`config.mk`:
```
export PLATFORM = sky130hd
export DESIGN_NAME = pdm_interpolator_flat
export DESIGN_NICKNAME = d
export VERILOG_FILES = /design/src/rtl/pdm_interpolator_if.sv /design/src/rtl/pdm_interpolator.sv /design/src/flat_wrapper.sv
export SDC_FILE = /design/constraint.sdc
export NUM_CORES = 1
export LEC_CHECK = 0
export ABC_AREA = 1
export CAP_MARGIN = 20
export CORE_UTILIZATION = 45
export CTS_CLUSTER_DIAMETER = 100
export DETAILED_ROUTE_END_ITERATION = 8
export HOLD_SLACK_MARGIN = 0.02
export PLACE_DENSITY_LB_ADDON = 0.2
export SLEW_MARGIN = 25
export SYNTH_ARGS = -nofsm -noshare
export SYNTH_HDL_FRONTEND = slang
export SYNTH_SLANG_ARGS = --single-unit
export TNS_END_PERCENT = 5
```
`constraint.sdc`:
```
create_clock -name clk -period 9.62 [get_ports clk]
set_input_delay 1.443 -clock clk [delete_from_list [all_inputs] [get_ports clk]]
set_output_delay 1.443 -clock clk [all_outputs]
set_load 0.01 [all_outputs]
```
`src/rtl/pdm_interpolator_if.sv`:
```
// AXI4-Stream sample channel feeding the PDM interpolator.
// Carries one unsigned NBITS sample per handshake.
interface pdm_interpolator_if #(
  parameter int NBITS = 11
);
  logic [NBITS-1:0] tdata;
  logic             tvalid;
  logic             tready;

  modport master (output tdata, output tvalid, input tready);
  modport slave  (input tdata, input tvalid, output tready);
endinterface

```
`src/rtl/pdm_interpolator.sv`:
```
// Linear-ramp interpolator in front of the PDM modulator: one buffered stream
// sample is spread over 2^L clocks, with a starvation (underrun) counter.
module pdm_interpolator #(
  parameter int NBITS      = 11,
  parameter int MAX_LOG2   = 8,
  parameter int UCNT_WIDTH = 16
) (
  input  logic                          clk,
  input  logic                          resetn,
  input  logic [$clog2(MAX_LOG2+1)-1:0] log2_period,
  pdm_interpolator_if.slave             s_axis,
  output logic [NBITS-1:0]              data_out,
  output logic                          idle,
  output logic [UCNT_WIDTH-1:0]         underrun_count
);

  localparam int LW = $clog2(MAX_LOG2 + 1);
  localparam int AW = NBITS + MAX_LOG2;
  localparam int SW = AW + 1;
  localparam logic [LW-1:0]         MAX_L    = LW'(MAX_LOG2);
  localparam logic [MAX_LOG2-1:0]   CNT_ONE  = MAX_LOG2'(1);
  localparam logic [UCNT_WIDTH-1:0] UCNT_ONE = UCNT_WIDTH'(1);

  typedef enum logic {
    ST_STOPPED = 1'b0,
    ST_RUNNING = 1'b1
  } run_state_t;

  logic [NBITS-1:0]     buf_data;
  logic                 buf_full;
  logic [NBITS-1:0]     target;
  logic [AW-1:0]        acc;
  logic signed [SW-1:0] step;
  logic [MAX_LOG2-1:0]  cnt;
  run_state_t           state, state_nxt;

  logic                 boundary;
  logic                 load;
  logic                 ready;
  logic                 wr;
  logic                 underrun_evt;
  logic [LW-1:0]        l_eff;
  logic [LW-1:0]        shamt;
  logic [MAX_LOG2-1:0]  cnt_reload;
  logic signed [NBITS:0] delta;
  logic signed [SW-1:0] delta_ext;
  logic signed [SW-1:0] step_new;
  logic [SW-1:0]        sum_load;
  logic [SW-1:0]        sum_run;

  // A boundary is the last cycle of a period; the buffer drains only here.
  assign boundary      = (cnt == '0);
  assign load          = boundary && buf_full;
  assign ready         = !buf_full || boundary;
  assign s_axis.tready = ready;
  assign wr            = s_axis.tvalid && ready;
  assign idle          = boundary && !buf_full;

  assign l_eff      = (log2_period > MAX_L) ? MAX_L : log2_period;
  assign shamt      = MAX_L - l_eff;
  assign cnt_reload = ~({MAX_LOG2{1'b1}} << l_eff);

  // Step scaled so that 2^L steps add exactly delta << MAX_LOG2 to acc.
  assign delta     = $signed({1'b0, buf_data}) - $signed({1'b0, target});
  assign delta_ext = {{MAX_LOG2{delta[NBITS]}}, delta};
  assign step_new  = delta_ext <<< shamt;

  assign sum_load = {1'b0, acc} + step_new;
  assign sum_run  = {1'b0, acc} + step;

  // Running/stopped tracking; leaving RUNNING on an empty boundary is an underrun.
  always_ff @(posedge clk or negedge resetn) begin
    if (!resetn) begin
      state <= ST_STOPPED;
    end else begin
      // NOTE: sequential state uses non-blocking assignments so every register
      // samples the pre-edge values regardless of statement order.
      state <= state_nxt;
    end
  end

  always_comb begin
    // NOTE: defaults first so no path leaves a signal unassigned (no latches).
    state_nxt    = state;
    underrun_evt = 1'b0;
    case (state)
      ST_STOPPED: begin
        if (load) state_nxt = ST_RUNNING;
      end
      ST_RUNNING: begin
        if (boundary && !buf_full) begin
          state_nxt    = ST_STOPPED;
          underrun_evt = 1'b1;
        end
      end
      default: state_nxt = ST_STOPPED;
    endcase
  end

  always_ff @(posedge clk or negedge resetn) begin
    if (!resetn) begin
      // NOTE: the sample buffer is reset too, so a reset drops any pending sample.
      buf_data       <= '0;
      buf_full       <= 1'b0;
      target         <= '0;
      acc            <= '0;
      step           <= '0;
      cnt            <= '0;
      data_out       <= '0;
      underrun_count <= '0;
    end else begin
      data_out <= acc[AW-1:MAX_LOG2];

      if (load) begin
        step   <= step_new;
        acc    <= sum_load[AW-1:0];
        cnt    <= cnt_reload;
        target <= buf_data;
      end else if (!boundary) begin
        acc <= sum_run[AW-1:0];
        cnt <= cnt - CNT_ONE;
      end

      if (wr) begin
        buf_data <= s_axis.tdata;
        buf_full <= 1'b1;
      end else if (load) begin
        buf_full <= 1'b0;
      end

      if (underrun_evt && !(&underrun_count)) begin
        underrun_count <= underrun_count + UCNT_ONE;
      end
    end
  end

  // Ramps stay between in-range endpoints, so the accumulator never wraps.
  a_load_in_range : assert property (@(posedge clk) disable iff (!resetn)
    load |-> !sum_load[SW-1]);
  a_run_in_range : assert property (@(posedge clk) disable iff (!resetn)
    !boundary |-> !sum_run[SW-1]);

endmodule
```
`src/flat_wrapper.sv`:
```
// flat-port wrapper written by rule: the top's interface ports become plain ports
module pdm_interpolator_flat 
#(
  parameter int NBITS      = 11,
  parameter int MAX_LOG2   = 8,
  parameter int UCNT_WIDTH = 16
)
  (clk, resetn, log2_period, data_out, idle, underrun_count, s_axis_tdata, s_axis_tvalid, s_axis_tready);
  pdm_interpolator_if #(.NBITS(NBITS)) s_axis_i ();
  input  logic clk;
  input  logic resetn;
  input  logic [$clog2(MAX_LOG2+1)-1:0] log2_period;
  output logic [NBITS-1:0] data_out;
  output logic idle;
  output logic [UCNT_WIDTH-1:0] underrun_count;
  input wire logic [$bits(s_axis_i.tdata)-1:0] s_axis_tdata;
  input wire logic [$bits(s_axis_i.tvalid)-1:0] s_axis_tvalid;
  output wire logic [$bits(s_axis_i.tready)-1:0] s_axis_tready;
  assign s_axis_i.tdata = s_axis_tdata;
  assign s_axis_i.tvalid = s_axis_tvalid;
  assign s_axis_tready = s_axis_i.tready;
  pdm_interpolator #(.NBITS(NBITS), .MAX_LOG2(MAX_LOG2), .UCNT_WIDTH(UCNT_WIDTH)) u_core (.clk(clk), .resetn(resetn), .log2_period(log2_period), .s_axis(s_axis_i), .data_out(data_out), .idle(idle), .underrun_count(underrun_count));
endmodule
```
==> metrics.md, run 1 <==
| Metric | Value |
|---|---|
| Placed insts | 958 |
| Vias in the first global route | 4979 |
| Die ar. | 13800 um2 |
| Detailed Routing Iterations Pass 1 | 5 |
| ANT nets after route | 0 |
| R2R cell count | 22 |
| Die Wd | 117 um |
| Worst Tran Pin Value | 835 ps |
| Max Freq | 0.178 GHz |
| Share of layout cells above drive strength 1 | 0.0599 |
| Global-route wire length before repair | 23.3 mm |
| Tot GR Track Use | 0.208 |
| Worst R2R End | u_core.acc[18]$_DFFE_PN0P_ |
| Via count | 5065 |
| Routed WL | 13.3 mm |
| Worst-path clk slew | 60 ps |
| Overflow after GRT | 0 |
| Part of the cycle the worst path needs | 0.584 |
| Final worst setup slack | 4000 ps |
| Area delta synth->final | 14.5% |
| Initial DRC count | 300 |
| Vias per cell | 5.20 |
| Power Density | 201 nW/um2 |
| Wire per inst | 13.6 um |
| Rel. slew slack | 0.443 |
| Syn Std Cell Area | 6000 um2 |
| Setup TNS | 0 ps |
| Crit path launch type | input port |
| Initial antenna violation count | 0 |
| Multi-input logic area | 3190 um2 |
| Ys async rst share | 1.00 |
| Final setup vio count | 0 |
| PostCTS Resize Cnt | 0 |
| Post-Layout Cell Count | 974 |
| Sequential fraction of the synthesis area | 0.405 |
| TritonCTS Buffers | 9 |
| Sw Ratio | 0.356 |
| Top cells by area, synth | dfrtp_1, nand2_1, ha_1 |
| Tmin final | 5620 ps |
| Net Switching | 0.492 mW |
| Sequential share of power | 0.379 |
| Int Pwr | 0.891 mW |
| Register bit count reported by yosys | 97 |
| # rows | 41 |
| Initial Util | 0.468 |
| Place WS | 3670 ps |
| GP Congestion | 0.903 |
| Max-slew violations | 0 |
| Hold Slack | 414 ps |
| Leakage | 3.36 nW |
| Worst r2r src | u_core.cnt[0]$_DFFE_PN0P_ |
| Clk pwr share | 0.245 |
| Worst min path class | flip-flop to flip-flop |
| Number of I/O port buffers | 46 |
| Fin. Hold Viols | 0 |
| Setup crit start | log2_period[1] |
| Yosys warns | 0 |
| Final HPWL DP | 10.3 mm |
| Dominant cell type by area after synthesis | dfrtp_1 |
| Drt drc | 0 |
| NumNets Final | 852 |
| Hold_buf cts | 0 |
| Die height | 117 um |
| CTS H-tree lvls | 3 |
| Arr. time, crit path | 5820 ps |
| Antenna cell count | 0 |
| Top-Level Pins | 47 |
| Post-synth EDFFs | 0 |
| Clock root buffer | clkbuf_16 |
| Post CTS Setup Buffer Count | 0 |
| Syn_area_per_cell | 7.92 um2 |
| RSZ-0062 raised after global routing | no |
| Combinational power share | 0.376 |
| Pin count of the biggest net entering global routing | 60 |
| Status | finished, final reports clean |
| Worst Setup EP | u_core.acc[15]$_DFFE_PN0P_ |
| Req. time, crit path | 9820 ps |
| Clock Path Buffers | 2 |
| Most used flip-flop cell after synthesis | dfrtp_1 |
| Max_cap viols | 0 |
| Final core area utilization | 0.536 |
| R2R setup slack | 4920 ps |
| Clk sinks | 97 |
| CTS tree | done |
| Fillcell total | 1239 |
| Unique masters post-synth | 47 |
| Net count after synthesis | 813 |
| Storage element area | 2430 um2 |
| CP Max Fanout | 18 |
| Endpoint type of the worst setup path | flip-flop |
| Peak VDD IR | 0.0924 mV |
| Core ar. | 12800 um2 |
| Cell count after synthesis | 758 |
| Share of the synthesized area in the top cell type | 0.405 |
| WS Path Type | input port to flip-flop |
| Clock latency on the worst-skew pair | 350 ps |
| Clock skew | 10.7 ps |
[cell families (layout without fill, tap and decap cells)]
logic type,Yosys count,count (layout),synth area share
buffers and inverters,99,143,0.0642
adders and majority gates,37,37,0.0796
DFF,97,97,0.405
muxes,10,10,0.0188
and+or+nand+nor,364,364,0.268
AOI/OAI and AO/OA,119,119,0.119
xor gates and xnor gates,32,32,0.0467
[cell usage after synthesis (4+ instances only)]
cell,instances
a21oi_1,24
a31oi_1,8
a32o_1,4
buf_2,5
clkbuf_1,10
dfrtp_1,97
ha_1,35
inv_1,77
mux2_2,10
nand2_1,206
nand3_1,76
nand4_1,8
nor2_1,50
nor2_4,6
nor3_1,5
o211ai_1,4
o21ai_0,54
o21ai_1,4
xnor2_1,11
xor2_1,21
[routing by layer]
layer  vias up  global-route usage  share of wire  routed length [um]
li1       2579                   -              -                   -
met1      2364               0.275           0.47                6280
met2        97               0.344           0.47                6280
met3        25              0.0247          0.031                 410
met4         0              0.0889          0.023                 310
met5         -                   0              0                   0
[cells in the final DEF (no fill, tap or decap), types with 2 or more instances in the layout]
cell,instances
fa_1,2
dfrtp_1,97
clkbuf_16,9
nand2_2,2
nor3_1,5
a21o_1,2
buf_4,2
ha_1,35
a22oi_1,3
clkdlybuf4s50_1,45
clkbuf_1,3
nand2_1,206
xnor2_1,11
a22o_1,2
nand3_1,76
mux2_2,10
inv_2,3
or2_2,3
xor2_1,21
o311ai_0,2
nor2_4,6
a32o_1,4
nor2_1,50
o211ai_1,4
o21ai_1,4
o21ai_0,54
a31oi_1,8
a21oi_1,24
inv_1,77
nand4_1,8
o21bai_1,3
a21oi_2,2
[worst min path at each step]
stage / startpoint / endpoint / cells after the start
after floorplan: u_core.acc[18]$_DFFE_PN0P_ / u_core.data_out[10]$_DFF_PN0_ / 0
after global placement: u_core.acc[14]$_DFFE_PN0P_ / u_core.data_out[6]$_DFF_PN0_ / 0
after detailed placement: u_core.acc[17]$_DFFE_PN0P_ / u_core.data_out[9]$_DFF_PN0_ / 0
after CTS: u_core.acc[17]$_DFFE_PN0P_ / u_core.data_out[9]$_DFF_PN0_ / 0
after global routing: u_core.acc[17]$_DFFE_PN0P_ / u_core.data_out[9]$_DFF_PN0_ / 0
final: u_core.acc[17]$_DFFE_PN0P_ / u_core.data_out[9]$_DFF_PN0_ / 0
[worst max-delay path, cell delays in order]
cell and delay (ps):
clkdlybuf4s50_1 460, nor2_1 110, nand2_1 70, nand2_1 70
nand2_1 270, ha_1 330, ha_1 490, inv_1 380
nand3_1 220, a32o_1 280, ha_1 350, nand2_1 90
nand2_1 60, inv_1 50, nor2_1 30, a211oi_1 230
nand3_1 220, a21oi_1 290, o21ai_0 140, xnor2_1 130
o21ai_0 80
[power by group through the flow]
stage          clock network, mW  logic, mW  registers (mW)
6_report                   0.339      0.519           0.524
3_3_place_gp                   0      0.510           0.531
2_1_floorplan                  0      0.361           0.532
3_5_place_dp                   0      0.518           0.532
5_1_grt                    0.368      0.590           0.532
4_1_cts                    0.351      0.521           0.525
[registers in the layout, indices dropped and copies added, names as in the netlist, named ones only]
name                   count
u_core.acc                19
u_core.step               19
u_core.underrun_count     16
u_core.buf_data           11
u_core.data_out           11
u_core.target             11
u_core.cnt                 8
u_core.buf_full            1
[stage by stage]
step	cell area, um2	power [mW]
floorplan	6000	0.892
global placement	6600	1.04
detailed placement	6600	1.05
CTS	6870	1.40
global route	6870	1.49
finish	6870	1.38
[layout make-up]
class | instances | area share
Multi-Input combinational cell | 562 | 0.464
Sequential cell | 97 | 0.353
Timing Repair Buffer | 47 | 0.0677
Inverter | 80 | 0.0437
Clock buffer | 13 | 0.0364
Tap cell | 172 | 0.0313
Clock inverter | 3 | 0.00364
Power figures use the tool's default switching activity.
==> inputs of run 2 (changes only) <==
clock period = 4.8 ns   (was 9.62 ns; I/O delays follow)
==> metrics.md, run 2 (synthesized netlist as in run 1, its figures left out) <==
| Metric | Value |
|---|---|
| Status | finished, final reports clean |
| Part of the cycle the worst path needs | 0.911 |
| Rel. slew slack | 0.440 (-0.00337) |
| Initial Util | 0.468 (unchanged) |
| Max-slew violations | 0 (unchanged) |
| Via count | 5163 (+1.9%) |
| Worst min path class | flip-flop to flip-flop |
| Vias in the first global route | 4998 (+0.38%) |
| # rows | 41 (unchanged) |
| Crit path launch type | input port |
| Final worst setup slack | 425 ps (-3580 ps) |
| Number of I/O port buffers | 46 (unchanged) |
| Sequential share of power | 0.368 (-0.011) |
| Int Pwr | 1.84 mW (+110%) |
| Initial antenna violation count | 0 (unchanged) |
| Hold_buf cts | 0 (unchanged) |
| RSZ-0062 raised after global routing | no |
| Clk sinks | 97 (unchanged) |
| Detailed Routing Iterations Pass 1 | 6 (+1) |
| Max Freq | 0.229 GHz |
| Clock skew | 8.94 ps (-1.72 ps) |
| Initial DRC count | 361 (+20%) |
| Worst Tran Pin Value | 841 ps (+5.97 ps) |
| CTS H-tree lvls | 3 (unchanged) |
| Drt drc | 0 (unchanged) |
| Antenna cell count | 0 (unchanged) |
| Die ar. | 13800 um2 (unchanged) |
| Power Density | 409 nW/um2 (+100%) |
| Routed WL | 13.9 mm (+4.5%) |
| Req. time, crit path | 5050 ps (-4770 ps) |
| Most frequent cells in the layout | nand2_1, dfrtp_1, inv_1, nand3_1, o21ai_0 |
| Fin. Hold Viols | 0 (unchanged) |
| Worst-path clk slew | 70 ps (about the same) |
| CP Max Fanout | 14 (-4) |
| Storage element area | 2430 um2 (unchanged) |
| ANT nets after route | 0 (unchanged) |
| Final core area utilization | 0.543 (+0.00693) |
| Wire per inst | 14.1 um (+3.7%) |
| Area delta synth->final | 16.0% |
| Endpoint type of the worst setup path | flip-flop |
| Net Switching | 1.01 mW (+100%) |
| Regs by FF count | u_core.acc: 19 flops, u_core.step: 19 flops, u_core.underrun_count: 16 flops |
| Peak VDD IR | 0.181 mV (+96%) |
| Share of layout cells above drive strength 1 | 0.0728 (+0.0130) |
| Clk pwr share | 0.262 (+0.017) |
| Combinational power share | 0.370 (-0.006) |
| Overflow after GRT | 0 (unchanged) |
| Clock Path Buffers | 2 (unchanged) |
| Arr. time, crit path | 4620 ps (-1200 ps) |
| Final setup vio count | 0 (unchanged) |
| Clock root buffer | clkbuf_16 |
| WS Path Type | input port to flip-flop |
| Tot GR Track Use | 0.215 (+0.00763) |
| CTS tree | done |
| Fillcell total | 1170 (-5.6%) |
| Die Wd | 117 um (unchanged) |
| Multi-input logic area | 3190 um2 (unchanged) |
| Clock latency on the worst-skew pair | 350 ps (about the same) |
| Top-Level Pins | 47 (unchanged) |
| Die height | 117 um (unchanged) |
| TritonCTS Buffers | 9 (unchanged) |
| GP Congestion | 0.924 (+2.4%) |
| Final HPWL DP | 10.6 mm (+3.2%) |
| Post CTS Setup Buffer Count | 0 (unchanged) |
| Core ar. | 12800 um2 (unchanged) |
| Pin count of the biggest net entering global routing | 68 (+13%) |
| Most common cell after layout, fill and taps aside | nand2_1 |
| Tmin final | 4370 ps |
| Hold Slack | 414 ps (-0.261 ps) |
| PostCTS Resize Cnt | 0 (unchanged) |
| Max_cap viols | 0 (unchanged) |
| Sw Ratio | 0.354 (-0.00202) |
| NumNets Final | 860 (+0.94%) |
| Setup TNS | 0 ps (unchanged) |
| Vias per cell | 5.26 (+1.1%) |
| Global-route wire length before repair | 23.9 mm (+2.2%) |
| Leakage | 3.42 nW (+1.8%) |
| Place WS | 76.9 ps (-3590 ps) |
run 2: area by class of cell:
cell class,instances,area share
multi-input combinational,562,0.458
sequential,97,0.349
timing repair buffer,55,0.0755
inverter,80,0.0431
clock buffer,10,0.0343
tap,172,0.0309
clock inverter,6,0.00935
run 2: worst max-delay path, cell delays in order:
cell and delay (ps):
clkdlybuf4s50_1 470, nor2_1 110, nand2_1 80, nand2_1 60, nand2_1 80, buf_4 190
inv_1 280, nand3_1 150, nand2_1 100, nand2_1 50, o21ai_0 150, o21ai_0 130
o21ai_0 300, nand2_1 130, ha_1 360, nand2_1 140, nor2_1 160, nand2_1 60
o311ai_0 510, inv_1 80, nand3_1 120, nand3_1 80, nand2_1 70, nand2_1 40
run 2: power groups by stage:
stage,Clock [mW],Sequential [mW],Combinational [mW]
after detailed placement,0,1.06,1.04
final,0.746,1.05,1.05
after CTS,0.759,1.05,1.05
after floorplan,0,1.07,0.723
after global routing,0.792,1.06,1.18
after global placement,0,1.06,1.03
run 2: worst paths after layout:
path | start | cells after the start | slack, ps | endpoint
setup / recovery | log2_period[1] | 24 | 430 | u_core.acc[18]$_DFFE_PN0P_
hold / removal | u_core.acc[12]$_DFFE_PN0P_ | 0 | 410 | u_core.data_out[4]$_DFF_PN0_
setup reg to reg | u_core.buf_data[0]$_DFFE_PN0P_ | 25 | 440 | u_core.acc[18]$_DFFE_PN0P_
hold reg to reg | u_core.acc[12]$_DFFE_PN0P_ | 0 | 410 | u_core.data_out[4]$_DFF_PN0_
max in group asynchronous | resetn | 2 | 3410 | u_core.target[4]$_DFFE_PN0P_
min in group asynchronous | resetn | 1 | 460 | u_core.underrun_count[5]$_DFFE_PN0P_
run 2: layer usage:
| metal | share of wire | track usage | wire length (um) |
|---|---|---|---|
| met1 | 0.47 | 0.280 | 6530 |
| met4 | 0.017 | 0.0777 | 232 |
| met3 | 0.031 | 0.0276 | 435 |
| met2 | 0.48 | 0.368 | 6690 |
| met5 | 0 | 0 | 0 |
run 2: per-stage QoR:
step	total power, mW	instance area [um2]	std cells
5_1_grt	3.04	6960	982
2_1_floorplan	1.79	6000	758
4_1_cts	2.86	6960	982
3_3_place_gp	2.09	6660	966
3_5_place_dp	2.11	6660	966
6_report	2.85	6960	982
